File: src/rtl/serial_adder.sv
// Bit-serial adder/subtractor: one full-adder step per cycle, LSB first, with valid/ready handshakes.
// Optional signed-overflow output is enabled by defining SERIAL_ADDER_OVF_EN.
module serial_adder #(
    parameter int WIDTH = 8
) (
    input  logic             clk,
    input  logic             rst_n,
    input  logic             in_valid,
    output logic             in_ready,
    input  logic [WIDTH-1:0] x,
    input  logic [WIDTH-1:0] y,
    input  logic             cin,
    input  logic             sub,
    output logic             out_valid,
    input  logic             out_ready,
    output logic [WIDTH-1:0] s,
    output logic             c
`ifdef SERIAL_ADDER_OVF_EN
    ,
    output logic             ovf
`endif
);

    // Handshakes: a transfer happens on a rising edge where valid and ready are
    // both 1; valid never waits on ready, and results hold while out_ready is 0.
    localparam int CW = $clog2(WIDTH);

    typedef enum logic [1:0] {
        IDLE,
        RUN,
        DONE
    } state_t;

    state_t           state;
    logic [WIDTH-1:0] a_q;
    logic [WIDTH-1:0] b_q;
    logic             carry;
    logic [CW-1:0]    cnt;
    logic             sum_bit;
    logic             carry_next;

    assign sum_bit    = a_q[cnt] ^ b_q[cnt] ^ carry;
    assign carry_next = (a_q[cnt] & b_q[cnt]) | (a_q[cnt] & carry) | (b_q[cnt] & carry);

    always_ff @(posedge clk) begin
        if (!rst_n) begin
            state     <= IDLE;
            in_ready  <= 1'b1;
            out_valid <= 1'b0;
            a_q       <= '0;
            b_q       <= '0;
            carry     <= 1'b0;
            cnt       <= '0;
            s         <= '0;
            c         <= 1'b0;
`ifdef SERIAL_ADDER_OVF_EN
            ovf       <= 1'b0;
`endif
        end else begin
            case (state)
                IDLE: begin
                    if (in_valid) begin
                        // Subtraction is x + ~y + 1; cin only matters for add.
                        a_q      <= x;
                        b_q      <= sub ? ~y : y;
                        carry    <= sub ? 1'b1 : cin;
                        cnt      <= '0;
                        s        <= '0;
                        c        <= 1'b0;
`ifdef SERIAL_ADDER_OVF_EN
                        ovf      <= 1'b0;
`endif
                        in_ready <= 1'b0;
                        state    <= RUN;
                    end
                end
                RUN: begin
                    s[cnt] <= sum_bit;
                    carry  <= carry_next;
                    if (cnt == CW'(WIDTH - 1)) begin
                        c         <= carry_next;
`ifdef SERIAL_ADDER_OVF_EN
                        // carry still holds the carry into the MSB here.
                        ovf       <= carry ^ carry_next;
`endif
                        out_valid <= 1'b1;
                        state     <= DONE;
                    end else begin
                        cnt <= cnt + 1'b1;
                    end
                end
                DONE: begin
                    if (out_ready) begin
                        out_valid <= 1'b0;
                        in_ready  <= 1'b1;
                        state     <= IDLE;
                    end
                end
                default: begin
                    state     <= IDLE;
                    in_ready  <= 1'b1;
                    out_valid <= 1'b0;
                end
            endcase
        end
    end

endmodule

File: config.mk
export PLATFORM = sky130hd
export DESIGN_NAME = serial_adder
export DESIGN_NICKNAME = d
export VERILOG_FILES = /design/src/rtl/serial_adder.sv
export SDC_FILE = /design/constraint.sdc
export NUM_CORES = 1
export LEC_CHECK = 0
export ABC_AREA = 1
export CELL_PAD_IN_SITES_DETAIL_PLACEMENT = 1
export CELL_PAD_IN_SITES_GLOBAL_PLACEMENT = 2
export CORE_UTILIZATION = 29
export DETAILED_ROUTE_END_ITERATION = 16
export PLACE_DENSITY = 0.93
export SYNTH_ARGS = -nofsm -noshare
export SYNTH_HDL_FRONTEND = slang
export SYNTH_SLANG_ARGS = --single-unit
export TNS_END_PERCENT = 100
File: constraint.sdc
create_clock -name clk -period 5.6 [get_ports clk]
set_clock_uncertainty 0.15 [all_clocks]
set_input_delay 1.12 -clock clk [delete_from_list [all_inputs] [get_ports clk]]
set_output_delay 1.12 -clock clk [all_outputs]
set_load 0.005 [all_outputs]
==> impl_summary.md, run 1 <==
Outcome
The run finished with clean final reports.

Floorplanning
For this design the top-level I/O count stands at 33. The die is 78.5 um wide. The overall die height is 78.5 um. The number of rows created at floorplan is 27. The core region area is 5570 um2.

The starting density of the core is 30.5%. The floorplan step defined a die boundary enclosing 6160 um2.

Route
The total DRC errors in the routed layout is 0. The total wire length after detailed routing is 4020 um. The count of TritonRoute iterations in the first routing pass is 3. In this run the remaining antenna-violating nets after routing total 0. Dividing the detail-routed via count by the number of cells gives between 4 and 5. The detail-routed net length per standard cell is 11.2 um. For this block, the initial DRC count from the detailed router was 46.

The routed via count is 1614.

GRT
The first-pass GRT wire length is 7330 um. The via count of the first global-routing pass was 1599. The all-layer global routing usage is 15.1%. The maximum number of pins on one net before global-route repair is 32. The initial antenna violation count came to 0.

After global routing the overflow that remains totals 0.

Clocking
The total clock buffers created by CTS is 5. The number of setup buffers added after CTS is 0. The later pin in the worst-skew pair is clocked with a latency of 0.29 ns. The number of sinks on the clock net is 33. TritonCTS built the clock tree.

After clock tree synthesis, the repair step resized 0 gates. The number of H-tree levels is 2. The root buffer cell is clkbuf_8. The number of buffers inserted by hold repair at cts is 0. The clock slew at the register clock pins of the worst setup and hold paths is about 0.070 ns. The worst-case clock buffer depth is 2.

STA
The max-slew violation count was 0. For the pin with the worst max-slew slack, the measured transition is 0.724 ns. After routing, the total negative slack on setup checks comes to 0 ns. Setup repair after global routing left no endpoint under its margin. The count of endpoints failing hold in the final timing report is 0. The fmax is ~0.38 GHz. The worst pin sits at a relative slew slack of 51.6%.

The final clock period utilization by the worst path is 47.4%. The final setup violation count is 0. The worst hold margin is 0.308 ns.

The minimum clock period is 2.65 ns.

Logic synthesis
Synthesis produced 261 cells. The number of synthesized register bits is 33. The post-synthesis xor/xnor area fraction is 4.13%. The leading area contributor after synthesis is dfxtp_1.

Among all flip-flop cells after synthesis, the most frequent one is dfxtp_1. The portion of synthesized area spent on multiplexers is 0%. After synthesis, the share of flip-flops with an asynchronous set or reset is 0%. Summed over its instances, the top area cell type makes up 38.9% of the synthesized netlist area. The sequential share of the synthesized area is 38.9%.

By area the synthesized netlist is led by dfxtp_1 39%, nand2_1 21%, nor2_1 8.2%. The netlist uses 22 different library cells. The number of enable flip-flop cells after synthesis is 0.

The simple logic cell fraction of the synthesized area is around 37%. Dividing the synthesized area by the synthesized cell count gives 6.51 um2. After synthesis, the largest family of logic cells by area is simple AND/OR/NAND/NOR gates.

The post-synthesis instance area is 1700 um2. When the netlist entered floorplanning its net count stood at 286. By count the netlist is led by 95 x nand2_1, 37 x nor2_1, 33 x dfxtp_1.

Summing the areas of all compound-gate instances in the mapped netlist gives 8.11% of the synthesized area. During synthesis, Yosys emitted a total of 0 warnings. Summing the areas of all fa, ha and maj instances in the mapped netlist gives 2.65% of the synthesized area. Yosys instantiated no cell more often than nand2_1.

Placement
Port buffering added 32 buffers. Routability-driven placement finished with a final weighted congestion of about 0.7. Counting tap cells, the placed design contains a total of 352 instances.

Detailed placement finished with a half-perimeter wire length of 2900 um.

Power and ir drop
The static leakage is 0.939 nW. The worst supply voltage drop on vdd is around 0.00009 V. The overall power is 0.000559 W. Dividing total power by cell area gives a power density of about 260 nW/um2.

Worst setup path
The type of origin of the critical path is an input port. The required time reported for the critical path endpoint is 5.68 ns. The element type at the critical path end is a flip-flop. The start-to-end type of the worst setup path is in -> reg. Along the worst path, the maximum fanout reaches 31. For the worst setup path, the data arrival time is 2.73 ns.

Job
The tool flagged a number of max-cap violations equal to 0.

Finish
The number of nets in the layout is roughly 310. The area growth from synthesis to layout is 25.8%. The total inserted antenna cells is 0. The number of standard cells in the layout, taps in and fillers out is 360. The filler cells instantiated in the layout total 738. The core occupancy in the finished layout is 38.3%. Of the cells placed in the final design, the portion with a size suffix greater than 1 is 4.86%.

Min path
The tightest min-delay check is of the reg -> reg type.
cell type report:
cell class / instances / area (um2) / area share (%)
Clock inverter: 1 / 5.00 / 0.234
Sequential cell: 33 / 661 / 30.9
Inverter: 21 / 80.1 / 3.75
Multi-Input combinational cell: 194 / 883 / 41.4
Timing Repair Buffer: 32 / 320 / 15.0
Clock buffer: 7 / 96.3 / 4.51
Tap cell: 72 / 90.1 / 4.22
through the flow:
stage / setup WS, ns / instance area [um2]
4_1_cts: 2.87 / 2140
3_3_place_gp: 2.64 / 2030
3_5_place_dp: 2.56 / 2030
2_1_floorplan: 3.54 / 1700
6_report: 2.95 / 2140
5_1_grt: 2.66 / 2140
worst max-delay path, stage by stage:
cell             delay (ns)
clkdlybuf4s50_1        0.45
nand2_2                0.44
clkinv_2               0.36
nor2_1                 0.21
nor2_1                 0.06
nor2_1                 0.09
logic make-up (layout without fill, tap and decap cells):
group                      Yosys count  after routing
buffers and inverters               34             61
DFF                                 33             33
adders and majority gates            3              3
AOI/OAI and AO/OA                   27             27
and+or+nand+nor                    156            156
xor gates and xnor gates             8              8
where the power goes:
group | total [W] | leakage (nW) | internal [W] | switching (W)
Sequential | 0.000261 | 0.270 | 0.000249 | 0.0000127
Combinational | 0.0000955 | 0.614 | 0.0000403 | 0.0000552
Clock | 0.000202 | 0.0542 | 0.000111 | 0.0000905
worst paths after layout:
check                           depth (start not counted)               endpoint             startpoint  slack, ns
worst min register to register                          2  in_ready$_SDFFE_PN1P_  in_ready$_SDFFE_PN1P_       0.31
worst max-delay path                                    6    cnt[0]$_SDFFE_PN0P_               in_valid       2.95
worst min-delay path                                    2  in_ready$_SDFFE_PN1P_  in_ready$_SDFFE_PN1P_       0.31
worst max register to register                         12      s[4]$_SDFFE_PN0P_    cnt[0]$_SDFFE_PN0P_       2.97
sequential cells by signal, indices dropped and copies added, names as in the netlist, 2 cells and up:
| name | cells |
|---|---|
| b_q | 8 |
| cnt | 3 |
| state | 2 |
| s | 8 |
| a_q | 8 |
metal layers:
metal | GRT usage, % | vias up | part of all wire, %
li1 | - | 853 | -
met1 | 18.4 | 729 | 48
met2 | 25.5 | 26 | 47
met3 | 3.72 | 6 | 3.1
met4 | 5.56 | 0 | 1.6
met5 | 0 | - | 0
cells in the final DEF (no fill, tap or decap):
cell type,n
a22oi_1,1
nand2_1,95
o21ai_0,14
fa_1,1
nor2_4,1
nor2_1,37
xor2_1,8
clkinv_2,2
nor3_2,1
o21ai_1,1
clkdlybuf4s50_1,32
ha_1,2
inv_1,20
nand2_2,2
nor3_1,7
nand3_1,12
a21oi_1,11
nor2_2,1
clkbuf_8,7
dfxtp_1,33
No activity file was read; power rests on OpenSTA's default activity.
==> run 2, diff against run 1 <==
--- a/config.mk
+++ b/config.mk
@@ -8,9 +8,9 @@
 export ABC_AREA = 1
 export CELL_PAD_IN_SITES_DETAIL_PLACEMENT = 1
 export CELL_PAD_IN_SITES_GLOBAL_PLACEMENT = 2
-export CORE_UTILIZATION = 29
+export CORE_UTILIZATION = 27
 export DETAILED_ROUTE_END_ITERATION = 16
-export PLACE_DENSITY = 0.93
+export PLACE_DENSITY = 0.88
 export SYNTH_ARGS = -nofsm -noshare
 export SYNTH_HDL_FRONTEND = slang
 export SYNTH_SLANG_ARGS = --single-unit
==> constraint.sdc (replaced) <==
create_clock -name clk -period 2.48 [get_ports clk]
set_clock_uncertainty 0.15 [all_clocks]
set_input_delay 0.496 -clock clk [delete_from_list [all_inputs] [get_ports clk]]
set_output_delay 0.496 -clock clk [all_outputs]
set_load 0.005 [all_outputs]
==> impl_summary.md, run 2 (synthesized netlist as in run 1, its figures left out) <==
Floorplanning
The core region area came to 5990 um2 (+7.5%). The number of rows created at floorplan is 28 (+3.7%). The overall die height is 81.3 um (+3.5%). The area enclosed by the die boundary was 6610 um2 (+7.2%). The top-level I/O count was 33 (unchanged). The die outline width came to 81.3 um (+3.5%).

The starting density of the core is 28.3% (-2.1 points).

STA
The count of endpoints failing hold in the final timing report is 0 (unchanged). Based on the critical path, the design can be clocked at up to about 0.45 GHz. The final critical path takes up 89.6% of the cycle. The final setup violation count is 0 (unchanged). The transition time at the pin with the least slew margin is 0.443 ns (-0.281 ns). The tightest slew margin relative to the limit is 70.4% (+19 points). The max-slew violation count is 0 (unchanged). Setup repair after global routing left no endpoint under its margin. The minimum clock period is 2.22 ns.

The final sum of negative setup slack is 0 ns (unchanged).

Route
The total DRC errors in the routed layout is 0 (unchanged). The count of antenna-violating nets left after detailed routing is 0 (unchanged). The count of TritonRoute iterations in the first routing pass is 4 (+1). The routed via count divided by cell count is 4.47 (-0.33%). The starting DRC count in detailed routing is 31 (-33%). The detail-routed net length per standard cell was 11.3 um (+0.88%). The total wire length after detailed routing is 4130 um (+2.8%). The routed via count came to 1640 (+1.6%).

Finish
From synthesis to final layout, the design area changed by 28.2%. The total inserted antenna cells is 0 (unchanged). The number of standard cells in the layout, taps in and fillers out is 367 (+1.9%). The leading cell type in the layout, fill and taps excluded is nand2_1. In the final layout, the registers with the most flip-flops are a_q x8, b_q x8, s x8. The number of nets in the layout came to 316 (+1.3%). The ratio of cells with drive above 1 in the final layout is 6.51% (+1.6 points). Leaving out fill and tap cells, the most frequent cells in the layout are 95 x nand2_1, 37 x nor2_1, 33 x dfxtp_1.

GRT
The first-pass GRT wire length came to 7460 um (+1.8%). The global route total overflow was 0 (unchanged). The initial antenna violation count is 0 (unchanged). The all-layer global routing usage is 14.7% (-0.39 points).

The via count of the first global-routing pass is 1647 (+3.0%). The maximum number of pins on one net before global-route repair is 21 (-34%).

Power and ir drop
The clock share of power is 35.9% (-0.2 points). The static leakage is 0.958 nW (+2.0%). The net switching power is 0.000359 W (+130%).

The switching power share of the total was 28.3% (-0.10 points). The power per unit of standard cell area came to 583 nW/um2 (+120%). The share of power burned in registers is 46.0% (-0.8 points).

The worst supply voltage drop on vdd is 0.000212 V (+130%). The internal power component was 0.000911 W (+130%). The combinational fraction of design power is 18.1% (+1.0 points).

Outcome
The run finished with clean final reports.

Clocking
The number of sinks on the clock net is 33 (unchanged). The worst-case clock buffer depth came to 2 (unchanged). The buffer count from post-CTS setup fixing came to 0 (unchanged).

The number of H-tree levels came to 2 (unchanged). The insertion delay of the later-clocked pin in the worst-skew pair is 0.28 ns (about the same). The tree is rooted in a clkbuf_8.

The total clock buffers created by CTS is 5 (unchanged). The clock slew at the register clock pins of the worst setup and hold paths is 0.07 ns (about the same). The CTS tree is done.

Worst setup path
The critical path arrival is 2.24 ns (-0.49 ns). The type of origin of the critical path is a flip-flop. The biggest fanout along the worst timing path is 14 (-55%).

The required time reported for the critical path endpoint is 2.50 ns (-3.18 ns). The critical path is of the reg -> reg type. STA classifies the critical path endpoint as a flip-flop.

Placement
The cell total after placement is 359 (+2.0%). The placed wire-length estimate was 2970 um (+2.3%). The count of buffers from port buffering is 32 (unchanged).

The final weighted congestion of routability-driven global placement is 0.746 (+6.5%).

Min path
The class of the tightest hold or removal check is reg -> reg.

Job
The max capacitance violation total was 0 (unchanged).
-- run 2: changes by cell type in the layout (fill, tap and decap cells not counted) --
cell        change
buf_6           +1
clkinvlp_4      +1
inv_1           -1
buf_4           +3
-- run 2: worst max-delay path, stage by stage (launching register included) --
cell and delay (ns):
dfxtp_1 0.39, buf_6 0.19, nand2_1 0.09, nand2_1 0.08, nand2_1 0.05, nand2_1 0.06, nand2_1 0.04, nand2_1 0.07
inv_1 0.05, fa_1 0.55, inv_1 0.12, nor3_1 0.21, nor2_1 0.07
-- run 2: area by class of cell --
cell class              count  area [um2]
multi-input cells         194         883
fillers                   765        3810
repair buffers             36         354
clock inverters             1        5.00
well taps                  75        93.8
inverters                  21        83.8
clock buffers               7        96.3
flip-flops and latches     33         661
-- run 2: path summary, 6_finish.rpt --
| path | start | cells after the start | slack (ns) | endpoint |
|---|---|---|---|---|
| worst max-delay path | cnt[0]$_SDFFE_PN0P_ | 12 | 0.26 | s[5]$_SDFFE_PN0P_ |
| worst min-delay path | in_ready$_SDFFE_PN1P_ | 2 | 0.32 | in_ready$_SDFFE_PN1P_ |
| worst max register to register | cnt[0]$_SDFFE_PN0P_ | 12 | 0.26 | s[5]$_SDFFE_PN0P_ |
| worst min register to register | in_ready$_SDFFE_PN1P_ | 2 | 0.32 | in_ready$_SDFFE_PN1P_ |
-- run 2: what timing repair did --
| item | 4_1_cts | 5_1_grt |
|---|---|---|
| endpoints found under the hold margin | 0 | 0 |
| endpoints found under the setup margin | 0 | 5 |
| hold buffers | 0 | 0 |
| gates resized for setup | 0 | 2 |
-- run 2: metal layers --
layer	GRT usage, %	up-vias	wire [um]	share of wire, %
li1	-	864	-	-
met2	25.4	25	1980	48
met4	5.89	0	70	1.7
met1	17.3	745	1970	48
met5	0	-	0	0
met3	3.48	6	114	2.8
-- run 2: metrics by stage --
step / utilization (%) / hold slack, ns / instance area, um2 / power, W / setup WS, ns
after floorplan: - / 0.292 / 1700 / 0.000746 / 0.420
after global placement: 34.5 / 0.299 / 2070 / 0.000821 / 0.293
after detailed placement: 34.5 / 0.306 / 2070 / 0.000828 / 0.162
after CTS: 36.2 / 0.321 / 2170 / 0.00129 / 0.155
after global routing: 36.3 / 0.329 / 2180 / 0.00135 / 0.0388
final: 36.3 / 0.317 / 2180 / 0.00127 / 0.258
-- run 2: power groups by stage --
stage | clock (W) | combinational, W | sequential, W
floorplan | 0 | 0.000157 | 0.000589
global placement | 0 | 0.000226 | 0.000595
detailed placement | 0 | 0.000232 | 0.000595
CTS | 0.000474 | 0.000233 | 0.000583
global route | 0.000498 | 0.000267 | 0.000588
finish | 0.000456 | 0.000229 | 0.000584
